`src/rtl/seg_scan_pkg.sv`:
```
// Shared types and helpers for the seven-segment scan scheduler.
package seg_scan_pkg;

  localparam int unsigned NUM_DIGITS = 8;
  localparam int unsigned IDX_W      = $clog2(NUM_DIGITS);

  typedef enum logic {
    BLANK,
    DRIVE
  } scan_state_t;

  typedef struct packed {
    logic [3:0] data;
    logic       dp;
  } seg_entry_t;

  // Returns {CA,CB,CC,CD,CE,CF,CG}, active-low.
  function automatic logic [6:0] hex_to_seg(input logic [3:0] v);
    logic [6:0] s;
    case (v)
      4'h0: s = 7'b0000001;
      4'h1: s = 7'b1001111;
      4'h2: s = 7'b0010010;
      4'h3: s = 7'b0000110;
      4'h4: s = 7'b1001100;
      4'h5: s = 7'b0100100;
      4'h6: s = 7'b0100000;
      4'h7: s = 7'b0001111;
      4'h8: s = 7'b0000000;
      4'h9: s = 7'b0000100;
      4'hA: s = 7'b0001000;
      4'hB: s = 7'b1100000;
      4'hC: s = 7'b0110001;
      4'hD: s = 7'b1000010;
      4'hE: s = 7'b0110000;
      default: s = 7'b0111000;
    endcase
    return s;
  endfunction

endpackage

```
`src/rtl/seg_scan_scheduler_if.sv`:
```
// Two-requester digit-buffer write bus for seg_scan_scheduler.
interface seg_scan_scheduler_if;
  import seg_scan_pkg::*;

  logic             a_valid;
  logic             a_ready;
  logic [IDX_W-1:0] a_idx;
  logic [3:0]       a_data;
  logic             a_dp;

  logic             b_valid;
  logic             b_ready;
  logic [IDX_W-1:0] b_idx;
  logic [3:0]       b_data;
  logic             b_dp;

  modport master (
    output a_valid, a_idx, a_data, a_dp,
    output b_valid, b_idx, b_data, b_dp,
    input  a_ready, b_ready
  );

  modport slave (
    input  a_valid, a_idx, a_data, a_dp,
    input  b_valid, b_idx, b_data, b_dp,
    output a_ready, b_ready
  );
endinterface

```
`src/rtl/seg_write_arbiter.sv`:
```
// Two-port round-robin write arbiter; grants are combinational from the valids.
module seg_write_arbiter
  import seg_scan_pkg::*;
(
  input  logic             clk,
  input  logic             rst,
  input  logic             a_valid,
  input  logic [IDX_W-1:0] a_idx,
  input  logic [3:0]       a_data,
  input  logic             a_dp,
  input  logic             b_valid,
  input  logic [IDX_W-1:0] b_idx,
  input  logic [3:0]       b_data,
  input  logic             b_dp,
  output logic             grant_a,
  output logic             grant_b,
  output logic             wr_en,
  output logic [IDX_W-1:0] wr_idx,
  output logic [3:0]       wr_data,
  output logic             wr_dp
);

  // prio = 1 favours B on the next contested cycle
  logic prio;

  always_comb begin
    grant_a = a_valid && (!b_valid || !prio);
    grant_b = b_valid && (!a_valid ||  prio);
    wr_en   = (grant_a || grant_b) && !rst;
    wr_idx  = grant_b ? b_idx  : a_idx;
    wr_data = grant_b ? b_data : a_data;
    wr_dp   = grant_b ? b_dp   : a_dp;
  end

  always_ff @(posedge clk) begin
    if (rst) begin
      prio <= 1'b0;
    end else if (a_valid && b_valid) begin
      prio <= ~prio;
    end
  end

endmodule

```
`src/rtl/seg_scan_scheduler.sv`:
```
// 8-digit multiplexed seven-segment scan controller with a dual-requester digit buffer.
// Optional leading-zero blanking: define SEG_LZ_BLANK_EN.
module seg_scan_scheduler
  import seg_scan_pkg::*;
#(
  parameter int unsigned TICK_DIV     = 12_500,
  parameter int unsigned BLANK_CYCLES = 100
) (
  input  logic                  CLK100MHZ,
  input  logic                  RST,
  input  logic [NUM_DIGITS-1:0] digit_en,
  seg_scan_scheduler_if.slave   wr,
  output logic [NUM_DIGITS-1:0] AN,
  output logic                  CA,
  output logic                  CB,
  output logic                  CC,
  output logic                  CD,
  output logic                  CE,
  output logic                  CF,
  output logic                  CG,
  output logic                  DP
);

  localparam int unsigned PW = $clog2(TICK_DIV);
  localparam logic [PW-1:0] PRESC_LAST = PW'(TICK_DIV - 1);
  localparam logic [PW-1:0] BLANK_LAST = PW'(BLANK_CYCLES - 1);

  logic             grant_a;
  logic             grant_b;
  logic             wr_en;
  logic [IDX_W-1:0] wr_idx;
  logic [3:0]       wr_data;
  logic             wr_dp;

  seg_write_arbiter u_arb (
    .clk     (CLK100MHZ),
    .rst     (RST),
    .a_valid (wr.a_valid),
    .a_idx   (wr.a_idx),
    .a_data  (wr.a_data),
    .a_dp    (wr.a_dp),
    .b_valid (wr.b_valid),
    .b_idx   (wr.b_idx),
    .b_data  (wr.b_data),
    .b_dp    (wr.b_dp),
    .grant_a (grant_a),
    .grant_b (grant_b),
    .wr_en   (wr_en),
    .wr_idx  (wr_idx),
    .wr_data (wr_data),
    .wr_dp   (wr_dp)
  );

  assign wr.a_ready = grant_a;
  assign wr.b_ready = grant_b;

  seg_entry_t buffer [NUM_DIGITS];

  always_ff @(posedge CLK100MHZ) begin
    if (RST) begin
      buffer <= '{default: '0};
    end else if (wr_en) begin
      buffer[wr_idx] <= '{data: wr_data, dp: wr_dp};
    end
  end

  logic [NUM_DIGITS-1:0] visible;

`ifdef SEG_LZ_BLANK_EN
  logic [NUM_DIGITS-1:0] lz_dark;

  // Walk from the top digit down; digit 0 is never part of the leading-zero run.
  always_comb begin
    logic             zero_run;
    logic [IDX_W-1:0] i;
    zero_run = 1'b1;
    lz_dark  = '0;
    i        = '0;
    for (int unsigned k = 0; k < NUM_DIGITS - 1; k++) begin
      i          = IDX_W'(NUM_DIGITS - 1 - k);
      zero_run   = zero_run && (buffer[i].data == 4'h0);
      lz_dark[i] = zero_run && !buffer[i].dp;
    end
  end

  assign visible = digit_en & ~lz_dark;
`else
  assign visible = digit_en;
`endif

  scan_state_t           state;
  logic [IDX_W-1:0]      slot;
  logic [PW-1:0]         presc;
  logic [NUM_DIGITS-1:0] an_sel;
  seg_entry_t            cur;
  logic [6:0]            seg;

  always_comb begin
    an_sel       = '1;
    an_sel[slot] = 1'b0;
    cur          = buffer[slot];
  end

  // Pins are registered from the pre-edge state, giving one cycle of latency.
  always_ff @(posedge CLK100MHZ) begin
    if (RST) begin
      state <= BLANK;
      slot  <= '0;
      presc <= '0;
      AN    <= '1;
      seg   <= '1;
      DP    <= 1'b1;
    end else begin
      AN  <= '1;
      seg <= '1;
      DP  <= 1'b1;
      if (state == DRIVE && visible[slot]) begin
        AN  <= an_sel;
        seg <= hex_to_seg(cur.data);
        DP  <= ~cur.dp;
      end

      if (presc == PRESC_LAST) begin
        presc <= '0;
      end else begin
        presc <= presc + 1'b1;
      end

      case (state)
        BLANK: begin
          if (presc == BLANK_LAST) begin
            state <= DRIVE;
          end
        end
        DRIVE: begin
          if (presc == PRESC_LAST) begin
            state <= BLANK;
            slot  <= slot + 1'b1;
          end
        end
        default: state <= BLANK;
      endcase
    end
  end

  assign {CA, CB, CC, CD, CE, CF, CG} = seg;

endmodule

```
`src/flat_wrapper.sv`:
```
// flat-port wrapper written by rule: the top's interface ports become plain ports
module seg_scan_scheduler_flat import seg_scan_pkg::*;
#(
  parameter int unsigned TICK_DIV     = 12_500,
  parameter int unsigned BLANK_CYCLES = 100
)
  (CLK100MHZ, RST, digit_en, AN, CA, CB, CC, CD, CE, CF, CG, DP, wr_a_valid, wr_a_idx, wr_a_data, wr_a_dp, wr_b_valid, wr_b_idx, wr_b_data, wr_b_dp, wr_a_ready, wr_b_ready);
  seg_scan_scheduler_if wr_i ();
  input  logic CLK100MHZ;
  input  logic RST;
  input  logic [NUM_DIGITS-1:0] digit_en;
  output logic [NUM_DIGITS-1:0] AN;
  output logic CA;
  output logic CB;
  output logic CC;
  output logic CD;
  output logic CE;
  output logic CF;
  output logic CG;
  output logic DP;
  input wire logic [$bits(wr_i.a_valid)-1:0] wr_a_valid;
  input wire logic [$bits(wr_i.a_idx)-1:0] wr_a_idx;
  input wire logic [$bits(wr_i.a_data)-1:0] wr_a_data;
  input wire logic [$bits(wr_i.a_dp)-1:0] wr_a_dp;
  input wire logic [$bits(wr_i.b_valid)-1:0] wr_b_valid;
  input wire logic [$bits(wr_i.b_idx)-1:0] wr_b_idx;
  input wire logic [$bits(wr_i.b_data)-1:0] wr_b_data;
  input wire logic [$bits(wr_i.b_dp)-1:0] wr_b_dp;
  output wire logic [$bits(wr_i.a_ready)-1:0] wr_a_ready;
  output wire logic [$bits(wr_i.b_ready)-1:0] wr_b_ready;
  assign wr_i.a_valid = wr_a_valid;
  assign wr_i.a_idx = wr_a_idx;
  assign wr_i.a_data = wr_a_data;
  assign wr_i.a_dp = wr_a_dp;
  assign wr_i.b_valid = wr_b_valid;
  assign wr_i.b_idx = wr_b_idx;
  assign wr_i.b_data = wr_b_data;
  assign wr_i.b_dp = wr_b_dp;
  assign wr_a_ready = wr_i.a_ready;
  assign wr_b_ready = wr_i.b_ready;
  seg_scan_scheduler #(.TICK_DIV(TICK_DIV), .BLANK_CYCLES(BLANK_CYCLES)) u_core (.CLK100MHZ(CLK100MHZ), .RST(RST), .digit_en(digit_en), .wr(wr_i), .AN(AN), .CA(CA), .CB(CB), .CC(CC), .CD(CD), .CE(CE), .CF(CF), .CG(CG), .DP(DP));
endmodule
```
`config.mk`:
```
export PLATFORM = sky130hd
export DESIGN_NAME = seg_scan_scheduler_flat
export DESIGN_NICKNAME = d
export VERILOG_FILES = /design/src/rtl/seg_scan_pkg.sv /design/src/rtl/seg_scan_scheduler_if.sv /design/src/rtl/seg_write_arbiter.sv /design/src/rtl/seg_scan_scheduler.sv /design/src/flat_wrapper.sv
export SDC_FILE = /design/constraint.sdc
export NUM_CORES = 1
export LEC_CHECK = 0
export BUFFER_PORTS_ARGS = -buffer_cell sky130_fd_sc_hd__buf_4
export CORE_ASPECT_RATIO = 0.7
export CORE_MARGIN = 3
export CORE_UTILIZATION = 23
export CTS_BUF_LIST = sky130_fd_sc_hd__clkbuf_4 sky130_fd_sc_hd__clkbuf_8
export DETAILED_ROUTE_END_ITERATION = 12
export GPL_TIMING_DRIVEN = 0
export PLACE_DENSITY_LB_ADDON = 0.25
export SLEW_MARGIN = 15
export SYNTH_ARGS = -nofsm -noshare
export SYNTH_HDL_FRONTEND = slang
export SYNTH_SLANG_ARGS = --single-unit
```
`constraint.sdc`:
```
create_clock -name CLK100MHZ -period 3 [get_ports CLK100MHZ]
set_input_delay 0 -clock CLK100MHZ [delete_from_list [all_inputs] [get_ports CLK100MHZ]]
set_output_delay 0 -clock CLK100MHZ [all_outputs]
set_load 0.1 [all_outputs]
```
==> flow_metrics.tcl, run 1 <==
set metrics [dict create \
    syn_nets 400 \
    max_stage_delay_ps 570 \
    yosysMostFrequentCell "sky130_fd_sc_hd__dfxtp_1" \
    number_of_cts_inserted_buffers 9 \
    setup_total_negative_slack_ps 0 \
    drt_pass1_iterations 4 \
    postSynth.asyncResetShare 0 \
    grt_pass1_vias 2745 \
    syn_avg_cell_area_sq_um 10.02 \
    ff2ff_path_depth 10 \
    worst_slew_pin_slew_ps 980.5 \
    cp_cell_sequence "buf_2 -> buf_2 -> mux2i_1 -> nor2_1 -> nor4_2 -> inv_1 -> ha_1 -> nand2_1 -> o21ai_1 -> a21o_1" \
    tritoncts_clock_tree "yes" \
    worst_ir_drop_vdd_mv 0.1986 \
    fp.dieH_microns 111.4 \
    yosys.area.top_type_share 0.4117 \
    clk-insertion-delay-late_ps 350 \
    vias_per_cell 4.472 \
    wire_per_inst_microns 14.37 \
    area_taken_by_multi_input_logic_gates_sq_mm 0.001996 \
    cts_sinks 75 \
    remaining_drc_errors 0 \
    final_period_demand_of_the_worst_path_ps 2701 \
    design.portCount 46 \
    timing.final.max_slew_violations 0 \
    groute.usage.overall 0.1047 \
    cts.clk_slew.worst_paths_ps 80 \
    timing.final.hold_violations 0 \
    clk_path_buf_depth 2 \
    postSynthCellCount 364 \
    post_route_cells_drive_above_1_share 0.2429 \
    synth.ff_latch_count 75 \
    clock-root-buffer "sky130_fd_sc_hd__clkbuf_8" \
    wirelength_microns 8892 \
    die-area_sq_mm 0.01743 \
    worstPathMaxFanout 10 \
    synth_enable_flop_cells 0 \
    setup.worst_path.start "u_core.slot[2]" \
    vias 2768 \
    timing.critical_path.to_type "flip-flop" \
    drt_first_iter_violations 141 \
    regToRegEndpoint "u_core.seg[2]" \
    post-route-period-util 0.9004 \
    max-slew-margin-rel 0.3451 \
    timing.max_cap.violations 0 \
    postRouteAntennaNets 0 \
    num_rows 37 \
    clock_skew_ps 9.026 \
    globalRoute.totalOverflow 0 \
    syn2layout_area_growth_pct 22.85 \
    arrival_time_of_the_worst_setup_path_ps 2950 \
    power.total_mw 2.170 \
    crit_path_end "u_core.seg[2]" \
    die_x_microns 156.5 \
    largest_family_of_logic_cells_by_synthesized_area "multiplexers" \
    grt_pass1_wl_microns 14300 \
    pin_count_of_the_biggest_net_entering_global_routing 14 \
    initial_core_util 0.2417 \
    fmaxAchievable_mhz 370.2 \
    postCtsSetupRepairBufs 0 \
    gp_routability_congestion 0.7902 \
    critical_path.startpoint_type "flip-flop" \
    predominant_post_synthesis_flop_cell "sky130_fd_sc_hd__dfxtp_1" \
    setup_repair_after_global_routing_missed_its_margin "no" \
    synthDistinctLibCells 51 \
    synth-adder-area-share 0.02744 \
    detailed_place_hpwl_microns 6520 \
    synth_xor_area_frac 0.03602 \
    synthesis.area_sq_mm 0.003647 \
    synth_compound_gate_area_share 0.08405 \
    cts-htree-levels 3 \
    seqCellArea_sq_mm 0.001501 \
    antenna-diode-count 0 \
    r2r_path_start "u_core.slot[2]" \
    antenna_found_initial 0 \
    post_synth_main_area_contributors "sky130_fd_sc_hd__dfxtp_1, sky130_fd_sc_hd__mux2i_1, sky130_fd_sc_hd__nor2_1, sky130_fd_sc_hd__mux4_2, sky130_fd_sc_hd__ha_1" \
    critPathRequiredTime_ps 3250 \
    netlist.top_cell.by_area "sky130_fd_sc_hd__dfxtp_1" \
    cp_slowest_cell "sky130_fd_sc_hd__nor4_2" \
    synth_simple_gate_area_frac 0.1839 \
    synth.yosys.warnings 0 \
    final.fill_count 1623 \
    yosys-top-cells-count "sky130_fd_sc_hd__dfxtp_1, sky130_fd_sc_hd__nor2_1, sky130_fd_sc_hd__mux2i_1" \
    hold_path.class "input port to flip-flop" \
    buffer_ports.inserted 43 \
    powerDensity_mw_per_mm2 484.3 \
    critical-path-top-cell-by-count "sky130_fd_sc_hd__buf_2" \
    r2r_setup_slack_ps 300 \
    timing_worst_setup_path_type "flip-flop to flip-flop" \
    setup-violations-final 0 \
    core-area_sq_mm 0.01509 \
    finalNetCount 455 \
    power_leakage_nw 1.640 \
    synthMuxAreaShare 0.2137 \
    seq_area_frac_synth 0.4117 \
    outcome "finished clean" \
]
[state kept, by name, summed over array words and instances, names as in the netlist]
name / count
u_core.buffer: 40
u_core.presc: 14
u_core.AN: 8
u_core.seg: 7
u_core.slot: 3
u_core.DP: 1
u_core.state: 1
u_core.u_arb.prio: 1
[kinds of logic after synthesis]
family | count (synthesis)
and+or+nand+nor | 134
DFF | 75
muxes | 67
AOI/OAI and AO/OA | 35
buffers and inverters | 30
xor gates and xnor gates | 15
adders and majority gates | 8
[cells in the final DEF, fill, tap and decap left out, drive strengths merged, types with 3 or more instances in the layout]
master / instances
dfxtp: 75
mux2: 7
a21o: 3
a21oi: 6
clkbuf: 16
a211oi: 8
o21ai: 9
buf: 56
inv: 12
ha: 8
nand4b: 4
nand3: 12
nand2b: 7
nor2: 63
bufinv: 3
nand2: 19
nor4: 3
xnor2: 5
nor2b: 5
mux2i: 52
mux4: 8
xor2: 10
[metrics by stage]
| step | util | setup WS, ps | instances | hold WS, ps | instance area [sq um] |
|---|---|---|---|---|---|
| after global placement | 0.2795 | 262.8 | 602 | 348.2 | 4218 |
| after floorplan | - | 445.2 | 364 | 204.5 | 3651 |
| after CTS | 0.2966 | 208.1 | 619 | 16.03 | 4477 |
| after global routing | 0.2969 | 99.83 | 619 | 35.19 | 4481 |
| final | 0.2969 | 298.7 | 619 | 32.93 | 4481 |
| after detailed placement | 0.2795 | 217.8 | 602 | 364.3 | 4218 |
[area by class of cell]
class / count / share of cell area
Multi-Input combinational cell: 259 / 0.4454
Sequential cell: 75 / 0.3351
Timing Repair Buffer: 44 / 0.07428
Tap cell: 195 / 0.05445
Clock buffer: 10 / 0.03072
Buffer: 19 / 0.02597
Clock inverter: 6 / 0.02485
Inverter: 11 / 0.009215
[metal layers]
metal,part of all wire,routed length (microns),track usage
met1,0.48,4256,0.1404
met2,0.45,4042,0.1615
met3,0.058,513,0.03225
met4,0.0090,80,0.03265
met5,0,0,0
[how the worst min path moves through the flow]
stage	cells past startpoint	from	endpoint
after CTS	4	wr_b_valid	u_core.u_arb.prio
after floorplan	3	wr_a_valid	u_core.u_arb.prio
after global routing	4	wr_b_valid	u_core.u_arb.prio
final	4	wr_b_valid	u_core.u_arb.prio
after detailed placement	4	wr_a_valid	u_core.u_arb.prio
after global placement	4	wr_a_valid	u_core.u_arb.prio
[where the power goes]
part,switching [mW],internal (mW)
Combinational,0.111,0.0764
Clock,0.385,0.577
Sequential,0.0108,1.01
[worst max-delay path, delay by kind of cell (launching register included)]
kind / cells / cell delay [ps]
buffers and inverters: 3 / 770
and+or+nand+nor: 3 / 730
DFF: 1 / 310
adders and majority gates: 1 / 290
AOI/OAI and AO/OA: 2 / 260
muxes: 1 / 230
[what timing repair did]
action                                 4_1_cts  5_1_grt
resized for setup                            0        1
hold buffers                                 1        0
setup endpoints to repair                    0        1
endpoints found under the hold margin        1        0
Power figures use the tool's default switching activity.
==> run 2, diff against run 1 <==
--- a/config.mk
+++ b/config.mk
@@ -13,6 +13,7 @@
 export DETAILED_ROUTE_END_ITERATION = 12
 export GPL_TIMING_DRIVEN = 0
 export PLACE_DENSITY_LB_ADDON = 0.25
+export SETUP_SLACK_MARGIN = 0.5
 export SLEW_MARGIN = 15
 export SYNTH_ARGS = -nofsm -noshare
 export SYNTH_HDL_FRONTEND = slang
==> flow_metrics.tcl, run 2 (synthesized netlist as in run 1, its figures left out) <==
set metrics [dict create \
    tritoncts_clock_tree "yes" \
    setup.worst_path.start "u_core.slot[2]" \
    worst_ir_drop_vdd_mv 0.1633 \
    max-slew-margin-rel 0.3646 \
    timing_worst_setup_path_type "flip-flop to flip-flop" \
    powerDensity_mw_per_mm2 469.6 \
    fmaxAchievable_mhz 428.0 \
    initial_core_util 0.2417 \
    largest_register_ff_count 40 \
    outcome "finished clean" \
    setup_total_negative_slack_ps 0 \
    dpl-instance-area_sq_mm 0.004225 \
    post_route_cells_drive_above_1_share 0.2476 \
    switching_share 0.2451 \
    antenna_found_initial 0 \
    final.fill_count 1597 \
    power.share.sequential 0.484 \
    worst_slew_pin_slew_ps 953.1 \
    final_cell_count_no_fill 619 \
    r2r_path_start "u_core.slot[2]" \
    final_period_demand_of_the_worst_path_ps 2337 \
    timing.final.hold_violations 0 \
    final_cell_mix "sky130_fd_sc_hd__dfxtp_1, sky130_fd_sc_hd__nor2_1, sky130_fd_sc_hd__mux2i_1" \
    power_leakage_nw 1.647 \
    critical_path.startpoint_type "flip-flop" \
    clk-insertion-delay-late_ps 360 \
    vias 2729 \
    drt_first_iter_violations 167 \
    crit_path_end "u_core.seg[3]" \
    power.total_mw 2.110 \
    wirelength_microns 8795 \
    final_common_cell "sky130_fd_sc_hd__dfxtp_1" \
    cts-htree-levels 3 \
    groute.usage.overall 0.1075 \
    buffer_ports.inserted 43 \
    clock_skew_ps 11.14 \
    r2r_setup_slack_ps 660 \
    die_x_microns 156.5 \
    antenna-diode-count 0 \
    die-area_sq_mm 0.01743 \
    postRouteAntennaNets 0 \
    clock-root-buffer "sky130_fd_sc_hd__clkbuf_8" \
    syn2layout_area_growth_pct 23.22 \
    setup-violations-final 0 \
    drt_pass1_iterations 4 \
    number_of_cts_inserted_buffers 9 \
    pin_count_of_the_biggest_net_entering_global_routing 14 \
    arrival_time_of_the_worst_setup_path_ps 2570 \
    globalRoute.totalOverflow 0 \
    top_register "u_core.buffer" \
    remaining_drc_errors 0 \
    clock_power_share 0.426 \
    num_rows 37 \
    cts.clk_slew.worst_paths_ps 80 \
    net-switching-power_mw 0.5173 \
    fp.dieH_microns 111.4 \
    cts_sinks 75 \
    detailed_place_hpwl_microns 6523 \
    combinational_group_share_of_total_power 0.090 \
    core-area_sq_mm 0.01509 \
    critPathRequiredTime_ps 3230 \
    power.internal_mw 1.593 \
    setup_repair_after_global_routing_missed_its_margin "no" \
    design.portCount 46 \
    post-route-period-util 0.7789 \
    finalNetCount 455 \
    grt_pass1_wl_microns 14820 \
    utilization 0.2978 \
    ff2ff_path_depth 10 \
    final_area_sq_mm 0.004494 \
    timing.max_cap.violations 0 \
    biggestRegsByFlops "u_core.buffer x40, u_core.presc x14, u_core.AN x8" \
    hold_path.class "input port to flip-flop" \
    timing.critical_path.to_type "flip-flop" \
    vias_per_cell 4.409 \
    grt_pass1_vias 2774 \
    wire_per_inst_microns 14.21 \
    place.detailed.instances 602 \
    worstPathMaxFanout 10 \
    regToRegEndpoint "u_core.seg[3]" \
    gp_routability_congestion 0.7673 \
    clk_path_buf_depth 2 \
    timing.final.max_slew_violations 0 \
]
## run 2: how the worst min path moves through the flow
stage,endpoint,slack (ps),start,cells past startpoint
3_3_place_gp,u_core.u_arb.prio,350,wr_a_valid,4
3_5_place_dp,u_core.u_arb.prio,350,wr_a_valid,4
4_1_cts,u_core.u_arb.prio,30,wr_b_valid,4
2_1_floorplan,u_core.u_arb.prio,200,wr_a_valid,3
6_report,u_core.u_arb.prio,50,wr_b_valid,4
5_1_grt,u_core.u_arb.prio,60,wr_b_valid,4
## run 2: final cells by class
type	count	area (sq um)	area share
Tap cell	195	244.0	0.05429
Inverter	11	41.29	0.009187
Multi-Input combinational cell	259	2021	0.4496
Sequential cell	75	1503	0.3344
Clock buffer	11	145.1	0.03229
Timing Repair Buffer	44	332.8	0.07405
Clock inverter	5	85.08	0.01893
Buffer	19	122.6	0.02728
## run 2: critical path, stage by stage (launching register included)
cell and delay, ps:
sky130_fd_sc_hd__dfxtp_1 310, sky130_fd_sc_hd__buf_2 240, sky130_fd_sc_hd__buf_4 270, sky130_fd_sc_hd__mux2i_1 210, sky130_fd_sc_hd__nor2_1 90, sky130_fd_sc_hd__nor4_4 370
sky130_fd_sc_hd__inv_1 130, sky130_fd_sc_hd__ha_1 270, sky130_fd_sc_hd__mux2i_1 130, sky130_fd_sc_hd__and2_1 140, sky130_fd_sc_hd__o21ai_1 50
## run 2: power by group through the flow
| stage | clock [mW] | sequential, mW | combinational, mW |
|---|---|---|---|
| final | 0.899 | 1.02 | 0.189 |
| after global routing | 0.962 | 1.02 | 0.209 |
| after CTS | 0.928 | 1.02 | 0.191 |
| after detailed placement | 0 | 1.04 | 0.189 |
| after global placement | 0 | 1.04 | 0.186 |
| after floorplan | 0 | 1.04 | 0.127 |
## run 2: routing by layer
layer	GRT usage	part of all wire	vias to the layer above	routed length (microns)
met3	0.02914	0.044	14	387
li1	-	-	1370	-
met1	0.1439	0.49	1304	4318
met5	0	0	-	0
met4	0.03265	0.015	0	136
met2	0.1696	0.45	41	3951
## run 2: repair_timing
action | CTS | global route
hold buffers | 1 | 0
setup buffers | 0 | 0
endpoints found under the setup margin | 7 | 6
gates resized for setup | 4 | 3
endpoints found under the hold margin | 1 | 0
pin swaps | 0 | 0
## run 2: per-stage QoR
step | setup slack [ps] | hold slack, ps
after floorplan | 832.0 | 204.5
after global placement | 272.3 | 349.6
after detailed placement | 231.8 | 353.7
after CTS | 480.9 | 32.41
after global routing | 500.8 | 62.34
final | 663.4 | 47.70
==> run 3, diff against run 2 <==
==> constraint.sdc (replaced) <==
create_clock -name CLK100MHZ -period 2 [get_ports CLK100MHZ]
set_input_delay 0 -clock CLK100MHZ [delete_from_list [all_inputs] [get_ports CLK100MHZ]]
set_output_delay 0 -clock CLK100MHZ [all_outputs]
set_load 0.1 [all_outputs]
==> flow_metrics.tcl, run 3 (synthesized netlist as in run 1, its figures left out) <==
set metrics [dict create \
    outcome "finished clean" \
    detailed_place_hpwl_microns 6535 \
    vias 2955 \
    cts_sinks 75 \
    powerDensity_mw_per_mm2 600.2 \
    grt_pass1_wl_microns 15310 \
    fmaxAchievable_mhz 502.3 \
    net-switching-power_mw 0.7900 \
    syn2layout_area_growth_pct 49.88 \
    worst_hold_startpoint "wr_a_dp" \
    pin_count_of_the_biggest_net_entering_global_routing 13 \
    worst_ir_drop_vdd_mv 0.2392 \
    postRouteAntennaNets 0 \
    largest_register_ff_count 40 \
    cts.clk_slew.worst_paths_ps 80 \
    clock_power_share 0.402 \
    setup_repair_after_global_routing_missed_its_margin "yes" \
    clk-insertion-delay-late_ps 360 \
    worst_slew_pin_slew_ps 594.6 \
    remaining_drc_errors 0 \
    grt_pass1_vias 2966 \
    cts-htree-levels 3 \
    die-area_sq_mm 0.01743 \
    switching_share 0.2408 \
    vias_per_cell 4.410 \
    area_taken_by_multi_input_logic_gates_sq_mm 0.002357 \
    critical_path.startpoint_type "flip-flop" \
    number_of_cts_inserted_buffers 9 \
    num_rows 37 \
    timing.final.max_slew_violations 0 \
    power_leakage_nw 2.016 \
    wirelength_microns 9608 \
    timing.critical_path.to_type "flip-flop" \
    combinational_group_share_of_total_power 0.131 \
    buffer_ports.inserted 43 \
    worst_hold_path.endpoint "u_core.buffer[20]" \
    critPathRequiredTime_ps 2240 \
    drt_first_iter_violations 114 \
    setup-violations-final 0 \
    power.internal_mw 2.491 \
    timing.final.hold_violations 0 \
    core-area_sq_mm 0.01509 \
    post-route-period-util 0.9954 \
    antenna_found_initial 0 \
    max-slew-margin-rel 0.6036 \
    final_period_demand_of_the_worst_path_ps 1991 \
    timing_worst_setup_path_type "flip-flop to flip-flop" \
    power.share.sequential 0.467 \
    biggestRegsByFlops "u_core.buffer x40, u_core.presc x14, u_core.AN x8" \
    hold_path.class "input port to flip-flop" \
    place.detailed.instances 602 \
    post_route_cells_drive_above_1_share 0.4337 \
    clock_skew_ps 12.95 \
    globalRoute.totalOverflow 0 \
    fp.dieH_microns 111.4 \
    wire_per_inst_microns 14.34 \
    clk_path_buf_depth 2 \
    hold_path_depth 4 \
    design.portCount 46 \
    final_cell_count_no_fill 670 \
    initial_core_util 0.2417 \
    regToRegEndpoint "u_core.seg[3]" \
    arrival_time_of_the_worst_setup_path_ps 2230 \
    groute.usage.overall 0.1118 \
    seqCellArea_sq_mm 0.001516 \
    antenna-diode-count 0 \
    final_cell_mix "sky130_fd_sc_hd__buf_4, sky130_fd_sc_hd__dfxtp_1, sky130_fd_sc_hd__nor2_1" \
    r2r_setup_slack_ps 9 \
    die_x_microns 156.5 \
    top_register "u_core.buffer" \
    dpl-instance-area_sq_mm 0.004394 \
    final_area_sq_mm 0.005466 \
    tritoncts_clock_tree "yes" \
    final.fill_count 1505 \
    worstPathMaxFanout 7 \
    r2r_path_start "u_core.slot[1]" \
    clock-root-buffer "sky130_fd_sc_hd__clkbuf_8" \
    drt_pass1_iterations 4 \
    gp_routability_congestion 0.7882 \
    timing.max_cap.violations 0 \
    ff2ff_path_depth 10 \
    finalNetCount 506 \
]
## run 3: cell count changes in the layout (fill, tap and decap cells not counted), sizes merged
cell	change
a21oi	+1
buf	+50
clkbuf	+1
clkinv	+1
clkinvlp	-1
inv	-1
## run 3: how the worst max path moves through the flow
stage | endpoint | depth (start not counted) | startpoint | slack (ps)
floorplan | u_core.buffer[32] | 5 | u_core.u_arb.prio | 40
global placement | u_core.seg[2] | 10 | u_core.slot[2] | -310
detailed placement | u_core.seg[2] | 10 | u_core.slot[2] | -330
CTS | u_core.seg[3] | 10 | u_core.slot[1] | -20
global route | u_core.seg[3] | 9 | u_core.slot[0] | -70
finish | u_core.seg[3] | 10 | u_core.slot[1] | 9
## run 3: critical path, cell delays in order (launching register included)
cell                       delay (ps)
sky130_fd_sc_hd__dfxtp_2          330
sky130_fd_sc_hd__buf_6            120
sky130_fd_sc_hd__buf_8            120
sky130_fd_sc_hd__or3b_4           380
sky130_fd_sc_hd__a21oi_4          170
sky130_fd_sc_hd__nor4_4            60
sky130_fd_sc_hd__buf_6            160
sky130_fd_sc_hd__ha_4             270
sky130_fd_sc_hd__nor2_1            40
sky130_fd_sc_hd__a211oi_2         140
sky130_fd_sc_hd__o21ai_1           70
## run 3: power groups by stage
| stage | logic [mW] | clock network, mW | registers [mW] |
|---|---|---|---|
| 6_report | 0.429 | 1.32 | 1.53 |
| 5_1_grt | 0.461 | 1.43 | 1.54 |
| 4_1_cts | 0.385 | 1.36 | 1.53 |
| 3_5_place_dp | 0.309 | 0 | 1.57 |
| 3_3_place_gp | 0.304 | 0 | 1.57 |
| 2_1_floorplan | 0.214 | 0 | 1.56 |
## run 3: timing repair
item,in CTS,in global routing
setup endpoints to repair,76,76
buffers inserted,35,12
hold endpoints to repair,1,0
resized for setup,52,46
gates cloned,2,2
hold buffers,1,0
pin swaps,27,20
## run 3: through the flow
stage / util / hold slack, ps / setup TNS, ps / worst slack [ps] / power, mW
final: 0.3622 / 83.23 / 0 / 9.283 / 3.281
after global routing: 0.3622 / 87.47 / -235.8 / -70.50 / 3.425
after CTS: 0.3421 / 61.08 / -18.28 / -18.28 / 3.276
after global placement: 0.2912 / 350.1 / -1762 / -306.1 / 1.872
after detailed placement: 0.2912 / 375.1 / -2035 / -331.0 / 1.878
after floorplan: - / 204.3 / 0 / 36.25 / 1.777
## run 3: final cells by class
type,instances,share of cell area
clock inverters,4,0.01350
well taps,195,0.04463
repair buffers,94,0.1593
multi-input cells,260,0.4312
flip-flops and latches,75,0.2774
plain buffers,19,0.03571
clock buffers,12,0.02792
inverters,11,0.01030
## run 3: layer usage
metal  vias up  global-route usage  share of wire
met5         -                   0              0
met1      1420              0.1496           0.48
met3        10             0.03302          0.041
li1       1486                   -              -
met2        39              0.1747           0.47
met4         0             0.03324          0.015
